$ cat config.mk
export PLATFORM = sky130hd
export DESIGN_NAME = store_checker_table
export DESIGN_NICKNAME = d
export VERILOG_FILES = /design/src/rtl/store_checker_table.sv
export SDC_FILE = /design/constraint.sdc
export NUM_CORES = 1
export LEC_CHECK = 0
export BUFFER_PORTS_ARGS = -buffer_cell sky130_fd_sc_hd__buf_2
export CAP_MARGIN = 20
export CORE_ASPECT_RATIO = 1.1
export CORE_UTILIZATION = 55
export DETAILED_ROUTE_END_ITERATION = 16
export PLACE_DENSITY = 0.8
export SETUP_SLACK_MARGIN = 0.3
export SLEW_MARGIN = 0
export SYNTH_ARGS = -nofsm -noshare
export SYNTH_HDL_FRONTEND = slang
export SYNTH_SLANG_ARGS = --single-unit
$ cat constraint.sdc
create_clock -name clk -period 2.01 [get_ports clk]
set_input_delay 0.1005 -clock clk [delete_from_list [all_inputs] [get_ports clk]]
set_output_delay 0.1005 -clock clk [all_outputs]
set_load 0.005 [all_outputs]
$ cat src/rtl/store_checker_table.sv
// Expected address/data table: one synchronous write port, one combinational
// read port, and an asynchronous clear of every entry.
module store_checker_table #(
  parameter int ADDR_W = 32,
  parameter int DATA_W = 32,
  parameter int DEPTH  = 4,
  parameter int IDX_W  = 2
) (
  input  logic              clk,
  input  logic              reset,
  input  logic              we,
  input  logic [IDX_W-1:0]  wr_idx,
  input  logic [ADDR_W-1:0] wr_addr,
  input  logic [DATA_W-1:0] wr_data,
  input  logic [IDX_W-1:0]  rd_idx,
  output logic [ADDR_W-1:0] rd_addr,
  output logic [DATA_W-1:0] rd_data
);

  logic [ADDR_W-1:0] addr_mem [DEPTH];
  logic [DATA_W-1:0] data_mem [DEPTH];

  // NOTE: the table is built from flops rather than RAM because reset must
  // return every entry to zero; a RAM macro cannot be cleared this way.
  always_ff @(posedge clk or negedge reset) begin
    if (!reset) begin
      for (int i = 0; i < DEPTH; i++) begin
        addr_mem[i] <= '0;
        data_mem[i] <= '0;
      end
    end else if (we && (32'(wr_idx) < 32'(DEPTH))) begin
      addr_mem[wr_idx] <= wr_addr;
      data_mem[wr_idx] <= wr_data;
    end
  end

  // Out-of-range reads (only possible once the sequence is complete) return zero.
  always_comb begin
    rd_addr = '0;
    rd_data = '0;
    if (32'(rd_idx) < 32'(DEPTH)) begin
      rd_addr = addr_mem[rd_idx];
      rd_data = data_mem[rd_idx];
    end
  end

endmodule

[After elaboration in Yosys (flattened, before gate mapping)]
Cells that the tools add are included.
Storage, ports and cells
  register bits after elaboration: 256
  logic and storage cells: 24
  input port bits: 71
  output and inout port bits: 64
Cells by class
  mux-type cells: 10
  reductions and logical operators: 1
  bitwise gates (word level): 2
  $lt $le $gt $ge: 3
Operator list (count)
  $bwmux W128: 2
  $mux W32: 5
  $bmux W32 S2: 2
  $demux W32 S2: 1
  $ge A3 B3 Y1 const B: 2
  $not A2 Y3: 2
  $lt A3 B1 Y1 const B: 1
  $logic_and A1 B1 Y1: 1

[Longest topological paths before layout]
  word-level depth: 6
  depth in mapped cells: 4
  depth with buffers taken out: 2

[Worst setup path before layout]
No wires, ideal clock.
  path kind: input -> output
  start: input rd_idx[0]
  end: output rd_addr[0]
  stages: 3
  data required time: 1.910 ns
  data arrival time: 1.001 ns
  setup slack: 0.909 ns
  cells stage by stage: buf_4 -> buf_4 -> mux4_2
On the way
  word-level cells in the longest chain between the ends: 4
RTL lines
  from (decl): line 15  | input logic [IDX_W-1:0] rd_idx,
  $not A2 Y3 (implied by the code): line 42  | rd_addr = addr_mem[rd_idx];
  $bmux W32 S2: line 42
  $mux W32 (implied by the code) (2 in a row): line 42
  to (decl): line 16  | output logic [ADDR_W-1:0] rd_addr,
Every way passes these cells. The select of a mux whose other input is x is not followed.

[Worst setup path in the final report]
  start: register addr_mem[43] in the netlist's numbering
  end: output rd_addr[11]
On the way
  word-level cells in the longest chain between the ends: 3
RTL lines
  from (decl): line 20  | logic [ADDR_W-1:0] addr_mem [DEPTH];
  from (signal, indexed assignment): line 32  | addr_mem[wr_idx] <= wr_addr;
  $bmux W32 S2: line 42
  $mux W32 (implied by the code) (2 in a row): line 42
Every way passes these cells. The select of a mux whose other input is x is not followed.

==> results.py <==
metrics = {
    "routing": {
        "wl_met1_mm": 10.65,
        "dr_wl_met3_mm": 1.005,
        "vias": 6285,
        "postRouteAntennaNets": 0,
        "drc_errors": 0,
        "met2WireLength_mm": 11.87,
        "wirelength_mm": 23.92,
        "initialDrtViolationCount": 299,
        "top_layer": "met4",
        "drt-wirelength-per-cell_um": 21.81,
        "via_per_inst": 5.729,
        "first_pass_iters": 4,
    },
    "finish": {
        "drive_gt1_frac": 0.5315,
        "fin_area_um2": 14040,
        "area_delta_synth_final_pct": 21.49,
        "antenna_cells": 0,
        "finalNetCount": 893,
        "layoutNonFillerInstCount": 1097,
    },
    "sta": {
        "fin_crit_sh": 0.8319,
        "relSlewSlack": 0.6088,
        "holdWs_ns": 0.07381,
        "setup_viol": 0,
        "max_freq_mhz": 598.0,
        "slew_viol_final": 0,
        "fin_crit_ns": 1.672,
        "hold_viol_final": 0,
        "skew_ns": 0,
        "rsz0062_at_grt": "no",
        "finalSetupTns_ns": 0,
        "tightest_slew_ns": 0.5869,
    },
    "yosys": {
        "synthTopCellsByArea": "dfrtp_1 (55%), mux2_4 (16%), mux4_2 (12%), mux2_2 (6.9%), mux2_1 (6.3%)",
        "synth.distinct_cells": 12,
        "ys_async_sr_fraction": 1.000,
        "yosysSeqAreaShare": 0.5542,
        "ys_warn_count": 0,
        "synth_top_cell_by_area": "dfrtp_1",
        "synth-main-ff-cell": "dfrtp_1",
        "ys_ff_latch": 256,
        "synth_edf_count": 0,
        "synth_nets": 692,
        "synth_top_area_share": 0.5542,
        "synth_commonest_cells": "dfrtp_1 (256), mux2_4 (120), mux2_2 (71)",
        "yosysMostFrequentCell": "dfrtp_1",
        "syn_area_um2": 11560,
        "syn_area_per_cell_um2": 18.61,
        "synthesis.instances": 621,
    },
    "setup_path": {
        "worstPathRequired_ns": 1.91,
        "max_stage_delay_ns": 0.51,
        "crit_chain": "mux4_2 > buf_2",
        "cp-start-kind": "flip-flop",
        "arrival_ns": 1.57,
        "path_class": "flip-flop to output port",
        "crit_slowest_cell": "mux4_2",
        "end_kind": "output port",
        "crit_family": "multiplexers",
        "path_max_fanout": 2,
        "path_buf_inv": 1,
    },
    "clock_tree": {
        "root_buffer": "clkbuf_16",
        "cts_tree": "built",
        "clock_sinks": 256,
        "cts_buffer_depth": 3,
        "cts_made_buffers": 27,
        "path_clk_slew_ns": 0.06,
        "clk_latency_ns": 0.51,
        "cts_resized": 0,
        "post_cts_buffers": 0,
        "h-tree-depth": 1,
    },
    "grt": {
        "grt_pass1_wl_mm": 39.80,
        "groute.usage.overall": 0.2351,
        "grt_pass1_vias": 7315,
        "grt_max_degree": 89,
        "antenna_found_initial": 0,
        "gr-total-overflow": 0,
    },
    "power": {
        "total_power_mw": 14.38,
        "leakagePower_nw": 6.525,
        "p_per_area_nw_per_um2": 1024,
        "vdd_ir_drop_max_mv": 0.6882,
    },
    "placement": {
        "port_buffers": 134,
        "dp_hpwl_mm": 14.29,
        "gp_congestion": 0.7364,
        "dp_cells": 984,
        "placed_cell_area_um2": 12490,
    },
    "run_status": {
        "outcome": "complete, no violations",
    },
    "floorplan": {
        "die_y_um": 154.1,
        "dieArea_um2": 21600,
        "core_um2": 20580,
        "die-width_um": 140.2,
        "initial_core_util": 0.5618,
        "pin_count": 135,
        "row_count": 55,
    },
    "job": {
        "max-cap-violations": 0,
    },
    "min_path": {
        "hp-class": "input pin to async pin",
    },
}
## placed cells by master, fill, tap and decap left out, drive strengths merged
master       count
clkbuf          42
dfrtp          256
mux2           256
nor3b            1
clkinv           4
dlygate4sd3     65
mux4            64
nand3b           2
buf            148
nand3            1
bufinv           2
## layout make-up
class	count	area (um2)
fillers	1340	6533
flip-flops and latches	256	6406
multi-input cells	324	4826
repair buffers	213	1589
clock buffers	42	822.0
well taps	256	320.3
clock inverters	6	80.08
## final timing paths
path / start / endpoint / slack, ns / depth (start not counted)
max: addr_mem[43] / rd_addr[11] / 0.34 / 2
min in group clk: wr_idx[1] / data_mem[11] / 0.23 / 3
max reg2reg: addr_mem[113] / addr_mem[113] / 1.20 / 1
min reg2reg: data_mem[98] / data_mem[98] / 0.48 / 1
max in group asynchronous: reset / addr_mem[30] / 1.15 / 3
min: reset / data_mem[119] / 0.07 / 2
## state kept, by name (all words and copies together) (netlist names)
name / flops
addr_mem: 128
data_mem: 128
## report_power, final
part | internal [mW] | total, mW | leakage, nW | switching (mW)
Combinational | 1.79 | 2.73 | 3.05 | 0.939
Sequential | 6.14 | 6.66 | 3.03 | 0.525
Clock | 3.04 | 4.98 | 0.448 | 1.94
Total | 11.0 | 14.4 | 6.53 | 3.41
## routing by layer
metal	GRT usage	vias to the layer above
met5	0	-
met3	0.04173	39
met2	0.3952	130
met4	0.05233	0
met1	0.3216	3388
li1	-	2728
## kinds of logic after synthesis
kind of cell / Yosys count / share of synthesized area
flip-flops: 256 / 0.5542
buffers and inverters: 41 / 0.02955
AND/OR/NAND/NOR: 4 / 0.003247
multiplexers: 320 / 0.4130
## repair_timing
item	4_1_cts	5_1_grt
hold endpoints to repair	512	0
setup endpoints to repair	0	0
hold buffers	65	0
## through the flow
step                setup WS [ns]    util
global route               0.3069  0.6825
detailed placement         0.4676  0.6071
global placement           0.4734  0.6071
floorplan                  0.9089       -
CTS                        0.3231  0.6825
finish                     0.3379  0.6825
(Power assumes the default switching activity.)
